`src/rtl/fm_stream_pkg.sv`:
```
// Shared constants and helpers for the FM streaming datapath stages.
package fm_stream_pkg;

  localparam int STREAM_DATA_WIDTH = 32;
  localparam int Q10_FRAC_BITS     = 10;

  // Pointer width: address bits plus one wrap bit to tell full from empty.
  function automatic int ptr_width(input int depth);
    return $clog2(depth) + 1;
  endfunction

endpackage

```
`src/rtl/stream_fifo.sv`:
```
// First-word-fall-through FIFO with level flags, occupancy count and sticky
// overflow/underflow flags; responder end of the wr_en/full, rd_en/empty stream.
module stream_fifo
  import fm_stream_pkg::*;
#(
  parameter int DATA_WIDTH         = STREAM_DATA_WIDTH,
  parameter int DEPTH              = 16,
  parameter int ALMOST_FULL_LEVEL  = DEPTH - 2,
  parameter int ALMOST_EMPTY_LEVEL = 1
) (
  input  logic                          clock,
  input  logic                          reset,
  input  logic                          wr_en,
  input  logic [DATA_WIDTH-1:0]         din,
  output logic                          full,
  output logic                          almost_full,
  input  logic                          rd_en,
  output logic [DATA_WIDTH-1:0]         dout,
  output logic                          empty,
  output logic                          almost_empty,
  output logic [ptr_width(DEPTH)-1:0]   count,
  input  logic                          clear_err,
  output logic                          overflow,
  output logic                          underflow
);

  localparam int AW = $clog2(DEPTH);
  localparam int PW = ptr_width(DEPTH);
  localparam logic [PW-1:0] AF_LEVEL = PW'(ALMOST_FULL_LEVEL);
  localparam logic [PW-1:0] AE_LEVEL = PW'(ALMOST_EMPTY_LEVEL);

  // Parameter sanity is checked at elaboration so a bad instance never builds.
  if (DEPTH < 2 || (DEPTH & (DEPTH - 1)) != 0) begin : g_bad_depth
    $error("stream_fifo: DEPTH must be a power of two and at least 2");
  end
  if (ALMOST_FULL_LEVEL < 0 || ALMOST_FULL_LEVEL > DEPTH ||
      ALMOST_EMPTY_LEVEL < 0 || ALMOST_EMPTY_LEVEL > DEPTH) begin : g_bad_level
    $error("stream_fifo: almost levels must lie within 0..DEPTH");
  end

  logic [DATA_WIDTH-1:0] mem_q [DEPTH];
  logic [PW-1:0]         wr_ptr_q, wr_ptr_d;
  logic [PW-1:0]         rd_ptr_q, rd_ptr_d;
  logic                  overflow_q, overflow_d;
  logic                  underflow_q, underflow_d;
  logic                  wr_accept, rd_accept;

  // Flags depend only on registered pointers: no path from rd_en/wr_en.
  assign empty        = (wr_ptr_q == rd_ptr_q);
  assign full         = (wr_ptr_q[AW-1:0] == rd_ptr_q[AW-1:0]) &&
                        (wr_ptr_q[AW] != rd_ptr_q[AW]);
  assign count        = wr_ptr_q - rd_ptr_q;
  assign almost_full  = (count >= AF_LEVEL);
  assign almost_empty = (count <= AE_LEVEL);
  assign dout         = empty ? '0 : mem_q[rd_ptr_q[AW-1:0]];
  assign overflow     = overflow_q;
  assign underflow    = underflow_q;

  assign wr_accept = wr_en && !full;
  assign rd_accept = rd_en && !empty;

  always_comb begin
    // NOTE: every always_comb output gets a default first so no latch is inferred.
    wr_ptr_d    = wr_ptr_q;
    rd_ptr_d    = rd_ptr_q;
    overflow_d  = overflow_q && !clear_err;
    underflow_d = underflow_q && !clear_err;
    if (wr_accept) wr_ptr_d = wr_ptr_q + PW'(1);
    if (rd_accept) rd_ptr_d = rd_ptr_q + PW'(1);
    // A new error on the same edge as clear_err wins.
    if (wr_en && full)  overflow_d  = 1'b1;
    if (rd_en && empty) underflow_d = 1'b1;
  end

  // NOTE: sequential state uses non-blocking assignments only, so every flop
  // samples the pre-edge values regardless of statement order.
  always_ff @(posedge clock or posedge reset) begin
    if (reset) begin
      wr_ptr_q    <= '0;
      rd_ptr_q    <= '0;
      overflow_q  <= 1'b0;
      underflow_q <= 1'b0;
      // NOTE: storage is reset on purpose so dout is never X after bring-up;
      // this keeps the array in flops/LUTRAM-with-reset rather than block RAM.
      for (int i = 0; i < DEPTH; i++) mem_q[i] <= '0;
    end else begin
      wr_ptr_q    <= wr_ptr_d;
      rd_ptr_q    <= rd_ptr_d;
      overflow_q  <= overflow_d;
      underflow_q <= underflow_d;
      if (wr_accept) mem_q[wr_ptr_q[AW-1:0]] <= din;
    end
  end

endmodule

```
`config.mk`:
```
export PLATFORM = sky130hd
export DESIGN_NAME = stream_fifo
export DESIGN_NICKNAME = d
export VERILOG_FILES = /design/src/rtl/fm_stream_pkg.sv /design/src/rtl/stream_fifo.sv
export SDC_FILE = /design/constraint.sdc
export NUM_CORES = 1
export LEC_CHECK = 0
export CAP_MARGIN = 20
export CORE_ASPECT_RATIO = 1.75
export CORE_MARGIN = 2
export CORE_UTILIZATION = 50
export CTS_CLUSTER_DIAMETER = 150
export DETAILED_ROUTE_END_ITERATION = 16
export PLACE_DENSITY = 0.67
export SYNTH_ARGS = -nofsm -noshare
export SYNTH_HDL_FRONTEND = slang
export SYNTH_SLANG_ARGS = --single-unit
```
`constraint.sdc`:
```
create_clock -name clock -period 29.5 [get_ports clock]
set_input_delay 2.95 -clock clock [delete_from_list [all_inputs] [get_ports clock]]
set_output_delay 2.95 -clock clock [all_outputs]
set_load 0.05 [all_outputs]
```
======== Word level (Yosys, flattened, before mapping) ========
Index checks and enable logic that the tools add are counted.
storage, ports and cells
  register bits after elaboration ......... 524
  output and inout port bits .............. 43
  logic and storage cells ................. 53
cells by class
  add/subtract/negate cells ............... 3
  $lt $le $gt $ge ......................... 5
  equality and inequality tests ........... 3
  muxes and demuxes ....................... 9
  bitwise gates (word level) .............. 2
  reductions and logical operators ........ 11
operators with widths
  cell                                                         number
  bitwise mux 512 bit                                          1
  binary-select mux 32 bit (select 4 bit)                      1
  demux 32 bit (select 4 bit)                                  1
  two-way mux 32 bit                                           4
  adder 5 x 1 -> 5 bit (second input constant)                 2
  >= comparator 5 bit (second input constant)                  2
  inverter 4 -> 5 bit                                          2
  logical AND 1 bit                                            8
  equality test 5 bit                                          1
  >= comparator 5 x 4 -> 1 bit (second input constant)         1
  <= comparator 5 x 1 -> 1 bit (second input constant)         1
  less-than comparator 5 x 1 -> 1 bit (second input constant)  1
  subtractor 5 bit                                             1
  equality test 4 bit                                          1
  logical NOT 1 bit                                            3
  two-way mux 1 bit                                            2
  != test 1 bit                                                1

======== Logic depth before layout (Yosys ltp) ========
Gate-level depths: netlist of the first run.
  depth in word-level cells ............... 6
  depth in mapped cells ................... 10
  mapped depth without buffers ............ 7

======== Worst setup path after synthesis of the first run ========
OpenSTA, ideal clock, no wires.
  path kind ............................... register to output
  from .................................... reg rd_ptr_q[1]
  to ...................................... out dout[30]
  arrival ................................. 3.267 ns
  data required time ...................... 26.550 ns
  setup slack ............................. 23.283 ns
  cell stages (with the launch flop) ...... 9
  path through ............................ dfrtp_1 > inv_2 > buf_1 > ha_1 > and4_1 > nand2_1 > inv_2 > buf_2 > o31ai_1
on the way
  elaborated cells between the ends (all ways) .. 6
  classes of those cells .................. eq/ne: 1; mux: 4; bitwise: 1
RTL lines
  element                   line               RTL
  start: declaration        stream_fifo.sv:43  logic [PW-1:0] rd_ptr_q, rd_ptr_d;
  start signal: assignment  stream_fifo.sv:88  rd_ptr_q <= rd_ptr_d;
  equality test 5 bit       stream_fifo.sv:49  assign empty = (wr_ptr_q == rd_ptr_q);
  via empty                 stream_fifo.sv:19  output logic empty,
  two-way mux 32 bit        stream_fifo.sv:55  assign dout = empty ? '0 : mem_q[rd_ptr_q[AW-1:0]];
  end: declaration          stream_fifo.sv:18  output logic [DATA_WIDTH-1:0] dout,
The timed path passes the listed nets, and every way through them passes these cells. The select of a mux whose other input is x is not followed.

======== Worst setup path after layout of the first run ========
  from .................................... reg rd_ptr_q[0]
  to ...................................... out dout[2]
on the way
  word-level cells in the longest chain between the ends .. 5
  elaborated cells between the ends (all ways) .. 6
  classes of those cells .................. eq/ne: 1; mux: 4; bitwise: 1
RTL lines
  element                                                line
  inverter 4 -> 5 bit (implied by the code)              stream_fifo.sv:55
  binary-select mux 32 bit (select 4 bit)                stream_fifo.sv:55
  two-way mux 32 bit (implied by the code) (2 in a row)  stream_fifo.sv:55
  two-way mux 32 bit *                                   stream_fifo.sv:55
Mark *: on every way between the ends. The rest lies on a longest branch, timed or not. The select of a mux whose other input is x is not followed.

==> results.cfg, run 1 <==
[drt]
vias = 13140
wl_per_cell_um = 25.15
wl_um = 54380
drc = 0
antenna_left = 0
drt-pass1-iter-count = 5
viasPerCell = 6.078
drtIter0Drc = 613

[global_route]
gr-usage-all-layers_pct = 22.90
grt_pass1_wl_um = 86860
grt_pass1_vias = 14760
overflow = 0
grt_max_degree = 139
antenna_found_initial = 0

[cells_and_area]
drive_gt1_share_pct = 49.30
area_growth_pct = 12.37
final_nets = 1578
antenna_cells = 0
fin_area_um2 = 26840
layout_commonest_cell = dfrtp_1
mostFrequentLayoutCells = dfrtp_1 (521), mux2_2 (508), mux4_2 (125)
nFillCells = 3739

[synth]
synth_top_area_share_pct = 54.89
syn-num-nets = 1545
synthFlopType = dfrtp_1
ys_seq_elements = 524
netlist_top_cells_area = dfrtp_1 (55%), mux2_2 (24%), mux4_2 (12%), mux2i_1 (1.6%), a221o_1 (1.3%)
netlist_area_um2 = 23890
yosysSeqAreaShare_pct = 54.89
synth_cell_types = 40
yosys_warnings = 0
syn_inst = 1498
async_reset_ff_share_pct = 100.0
synth_top_area_cell = dfrtp_1
synth_edf_count = 0
avgSynthCellArea_um2 = 15.95

[die]
die_w_um = 169.2
boundaryPins = 80
die_h_um = 293.2
design.die.area_um2 = 49610
rows = 106
coreArea_um2 = 47480
floorplan.initialDensity_pct = 50.32

[timing]
max_freq_ghz = 0.1272
fin_crit_sh_pct = 26.64
finalSetupViolCount = 0
rsz0062_at_grt = false
tns_ns = 0
fin_crit_ns = 7.860
hold_viol = 0
holdWs_ns = 0.4887
slew_violations = 0
max-slew-margin-rel_pct = 26.57
skew_ns = 0.01007
tightest_slew_ns = 1.100
fin_ws_ns = 21.64

[clock_network]
clkSlewWorstSetupHoldPaths_ns = 0.07
cts_tree = done
numCtsBuffers = 49
insertion_delay_ns = 0.58
cts_hold_buf = 0
h-tree-depth = 2
cts_setup_buffers = 0
cts_resized = 0
root_buffer = clkbuf_16
clock-sinks = 524
clk_path_buf_depth = 3

[critical_path]
crit_buf_inv = 3
max_stage_delay_ns = 0.96
crit_path_start_kind = flop
crit_type = reg2out
required_ns = 26.55
critPathMaxFanout = 42
cpMostUsedCell = buf_4
cp-end-kind = output port
cp_top_family = buffers and inverters
cp.depth = 7
cpMaxStageDelayCell = dfrtp_4
crit_chain = buf_4 > buf_4 > mux4_2 > mux2i_1 > nor3_1 > a221o_1 > clkdlybuf4s50_1
critPathLaunch = rd_ptr_q[0]
ff2ff_setup_slack_ns = 25.82
cp.arrival_ns = 4.91
worstReg2RegStart = rd_ptr_q[2]
r2r-end = mem_q[198]
r2r_cells = 7

[placed_design]
gp_congestion = 0.7928
place_hpwl_um = 31890
port_buffers = 79
place_area_um2 = 25110
place_ws_ns = 22.00

[hold_path]
worstHoldStart = mem_q[108]
worst_hold_path_type = reg2reg
holdPathStages = 1
min_to = mem_q[108]

[power]
irDropWorstVdd_uv = 80.72
p_per_area_nw_per_um2 = 129.8
leakagePower_nw = 11.56
power_mw = 3.483

[run]
drv_cap = 0

[run_status]
status = complete, no violations
==> cells in the mapped netlist, types with 9 or more instances <==
library cell	count
nand2_1	12
clkbuf_1	56
ha_1	9
nor3_1	34
buf_4	31
buf_2	41
mux2_2	508
nand3_1	10
nor2_1	13
inv_1	12
xnor2_1	9
mux4_2	125
mux2i_1	37
a221o_1	31
dfrtp_1	524
==> through the flow <==
step | instances | util [%]
after CTS | 2159 | 56.36
final | 2162 | 56.54
after global routing | 2162 | 56.54
after floorplan | 1498 | -
after detailed placement | 2071 | 52.88
after global placement | 2071 | 52.88
==> report_power, final <==
part	total, mW	internal [mW]	switching (mW)
registers	1.27	1.07	0.206
logic	1.56	0.794	0.767
clock network	0.649	0.378	0.271
==> area by class of cell <==
class / instances / area, µm² / area share, %
repair buffers: 114 / 1114 / 4.148
flip-flops and latches: 524 / 13120 / 48.89
clock inverters: 12 / 145.1 / 0.5407
inverters: 14 / 60.06 / 0.2237
multi-input cells: 828 / 10150 / 37.80
clock buffers: 76 / 1510 / 5.626
well taps: 594 / 743.2 / 2.769
==> per-layer routing <==
metal / GRT usage (%) / share of wire (%) / vias to the layer above
met5: 0 / 0 / -
met4: 6.733 / 2.7 / 0
met3: 2.856 / 3.1 / 81
met2: 41.47 / 54 / 200
met1: 28.70 / 40 / 7212
li1: - / - / 5647
==> worst register-to-register path: cells and delay by family (launching register included) <==
family | cells | cell delay [ns]
simple gates | 2 | 0.91
flops | 1 | 0.81
buf+inv | 2 | 0.69
fa+ha+maj | 1 | 0.39
mux | 1 | 0.39
compound gates | 1 | 0.38
==> worst max path at each step <==
| stage | to | slack [ns] |
|---|---|---|
| after floorplan | mem_q[0] | 11.91 |
| after global placement | dout[2] | 21.95 |
| after detailed placement | dout[2] | 22.00 |
| after CTS | dout[2] | 21.40 |
| after global routing | dout[2] | 21.22 |
| final | dout[2] | 21.64 |
==> flip-flops by register name, indices dropped and copies added, names as in the netlist <==
name       cells
wr_ptr_q       5
mem_q        512
rd_ptr_q       5
underflow      1
overflow       1
==> kinds of logic after synthesis <==
| logic type | Yosys count | synth area share, % |
|---|---|---|
| buffers and inverters | 146 | 3.038 |
| and+or+nand+nor | 85 | 1.760 |
| DFF | 524 | 54.89 |
| muxes | 676 | 37.56 |
| adders and majority gates | 10 | 0.5552 |
| AOI/OAI and AO/OA | 46 | 1.765 |
| xor gates and xnor gates | 11 | 0.4347 |
Power figures use the tool's default switching activity.
==> run 2: changes to the inputs <==
Settings changed: PLACE_DENSITY 0.67 to 0.7.
Clock period 29.5 ns to 7.1 ns, I/O delays scaled along.
==> run 2 against run 1 <==
Effect of this change: worst setup slack worse by 20 ns; clock power rose to 4.0 times the previous value; hold slack better by 0.0082 ns; register-to-register slack worse by 22 ns; critical endpoint is now dout[15]; largest cell class unchanged; highest routed layer is now met5.
==> results.cfg, run 2 (synthesis gave the netlist of run 1 again) <==
[placed_design]
place_hpwl_um = 31000
gp_congestion = 0.7877
port_buffers = 79
dp_cells = 2068

[global_route]
overflow = 0
antenna_found_initial = 2
grt_max_degree = 185
gr-usage-all-layers_pct = 22.82
grt_pass1_wl_um = 85990
grt_pass1_vias = 14570

[die]
die_h_um = 293.2
die_w_um = 169.2
design.die.area_um2 = 49610
boundaryPins = 80
coreArea_um2 = 47480
rows = 106
floorplan.initialDensity_pct = 50.32

[cells_and_area]
area_growth_pct = 11.85
layout_commonest_cell = dfrtp_1
nFillCells = 3749
regMostFlops = mem_q
drive_gt1_share_pct = 49.04
antenna_cells = 0
largest_reg_flops = 512
final_util_pct = 56.28
final-instance-count-excl-fill = 2156
regArea_um2 = 13120
multi_input_area_um2 = 10150
mostFrequentLayoutCells = dfrtp_1 (521), mux2_2 (508), mux4_2 (125)
final_nets = 1573
largestRegisters = mem_q x512, rd_ptr_q x5, wr_ptr_q x5

[critical_path]
cp.arrival_ns = 4.71
crit_chain = inv_2 > ha_1 > and4_1 > nand2_1 > inv_2 > nor3_2 > buf_4 > a221o_1 > clkdlybuf4s50_1
crit_type = reg2out
max_stage_delay_ns = 0.88
cp-end-kind = output port
cpMaxStageDelayCell = dfrtp_4
crit_path_start_kind = flop
cpMostUsedCell = inv_2
required_ns = 6.39
critPathMaxFanout = 36

[clock_network]
insertion_delay_ns = 0.58
clkSlewWorstSetupHoldPaths_ns = 0.06
numCtsBuffers = 49
h-tree-depth = 2
cts_resized = 0
root_buffer = clkbuf_16
clk_path_buf_depth = 3
clock-sinks = 524
cts_hold_buf = 0
cts_setup_buffers = 0
cts_tree = done

[power]
power_mw = 14.34
swShare_pct = 35.92
pwr-share-comb_pct = 45.4
p_switching_mw = 5.151
clockPowerShare_pct = 18.0
p_seq_share_pct = 36.6
irDropWorstVdd_uv = 347.7
p_per_area_nw_per_um2 = 536.7
leakagePower_nw = 11.49
internal_power_mw = 9.190

[drt]
wl_um = 54560
drt-pass1-iter-count = 8
wl_per_cell_um = 25.31
viasPerCell = 6.054
antenna_left = 0
drc = 0
drtIter0Drc = 640
vias = 13050

[timing]
fin_crit_ns = 5.418
skew_ns = 0.01781
fin_crit_sh_pct = 76.31
slew_violations = 0
max_freq_ghz = 0.1846
finalSetupViolCount = 0
rsz0062_at_grt = false
hold_viol = 0
max-slew-margin-rel_pct = 32.89
tightest_slew_ns = 1.007

[run]
drv_cap = 0

[hold_path]
worst_hold_path_type = reg2reg

[run_status]
status = complete, no violations
==> run 2: changes by cell type in the layout (fill, tap and decap cells not counted), sizes merged <==
cell    before  now
buf         35   30
clkinv       7   10
bufinv       3    1
clkbuf      76   74
==> run 2: final cells by class <==
cell class | count | share of cell area [%]
Tap cell | 594 | 2.781
Multi-Input combinational cell | 828 | 37.98
Inverter | 14 | 0.2107
Sequential cell | 524 | 49.11
Clock inverter | 13 | 0.3933
Clock buffer | 74 | 5.511
Timing Repair Buffer | 109 | 4.018
==> run 2: per-layer routing <==
metal	part of all wire, %	track usage [%]	up-vias	wire length, µm
met3	3.3	2.680	101	1797
li1	-	-	5627	-
met2	54	40.97	217	29270
met5	0.049	0	-	27
met1	40	28.44	7104	21820
met4	3.0	8.109	4	1649
==> run 2: final timing paths <==
path / start / to / slack, ns / depth (start not counted)
min in group asynchronous: reset / mem_q[10] / 0.67 / 2
hold reg to reg: mem_q[108] / mem_q[108] / 0.50 / 1
hold / removal: mem_q[108] / mem_q[108] / 0.50 / 1
setup / recovery: rd_ptr_q[1] / dout[15] / 1.68 / 9
setup reg to reg: rd_ptr_q[1] / mem_q[226] / 3.63 / 7
max in group asynchronous: reset / rd_ptr_q[0] / 4.91 / 3
==> run 2: power by group through the flow <==
stage | sequential, mW | clock (mW) | combinational, mW
floorplan | 4.96 | 0 | 5.18
global placement | 5.19 | 0 | 6.48
detailed placement | 5.31 | 0 | 6.57
CTS | 5.25 | 2.65 | 6.59
global route | 5.43 | 2.77 | 6.92
finish | 5.25 | 2.58 | 6.51
==> run 2: critical path: cells and delay by family, from the launching register on <==
kind / cells / cell delay (ns)
compound gates: 1 / 0.38
fa+ha+maj: 1 / 0.30
buf+inv: 4 / 1.87
flops: 1 / 0.88
simple gates: 3 / 0.68
==> run 2: per-stage QoR <==
step / TNS [ns] / instance area [µm²] / setup slack [ns] / hold slack, ns
final: 0 / 26720 / 1.682 / 0.4968
after detailed placement: 0 / 25120 / 2.315 / 0.4814
after global routing: 0 / 26720 / 1.566 / 0.5033
after CTS: 0 / 26690 / 1.699 / 0.4961
after global placement: 0 / 25120 / 2.314 / 0.4712
after floorplan: -382.61 / 23890 / -0.7302 / 0.4532
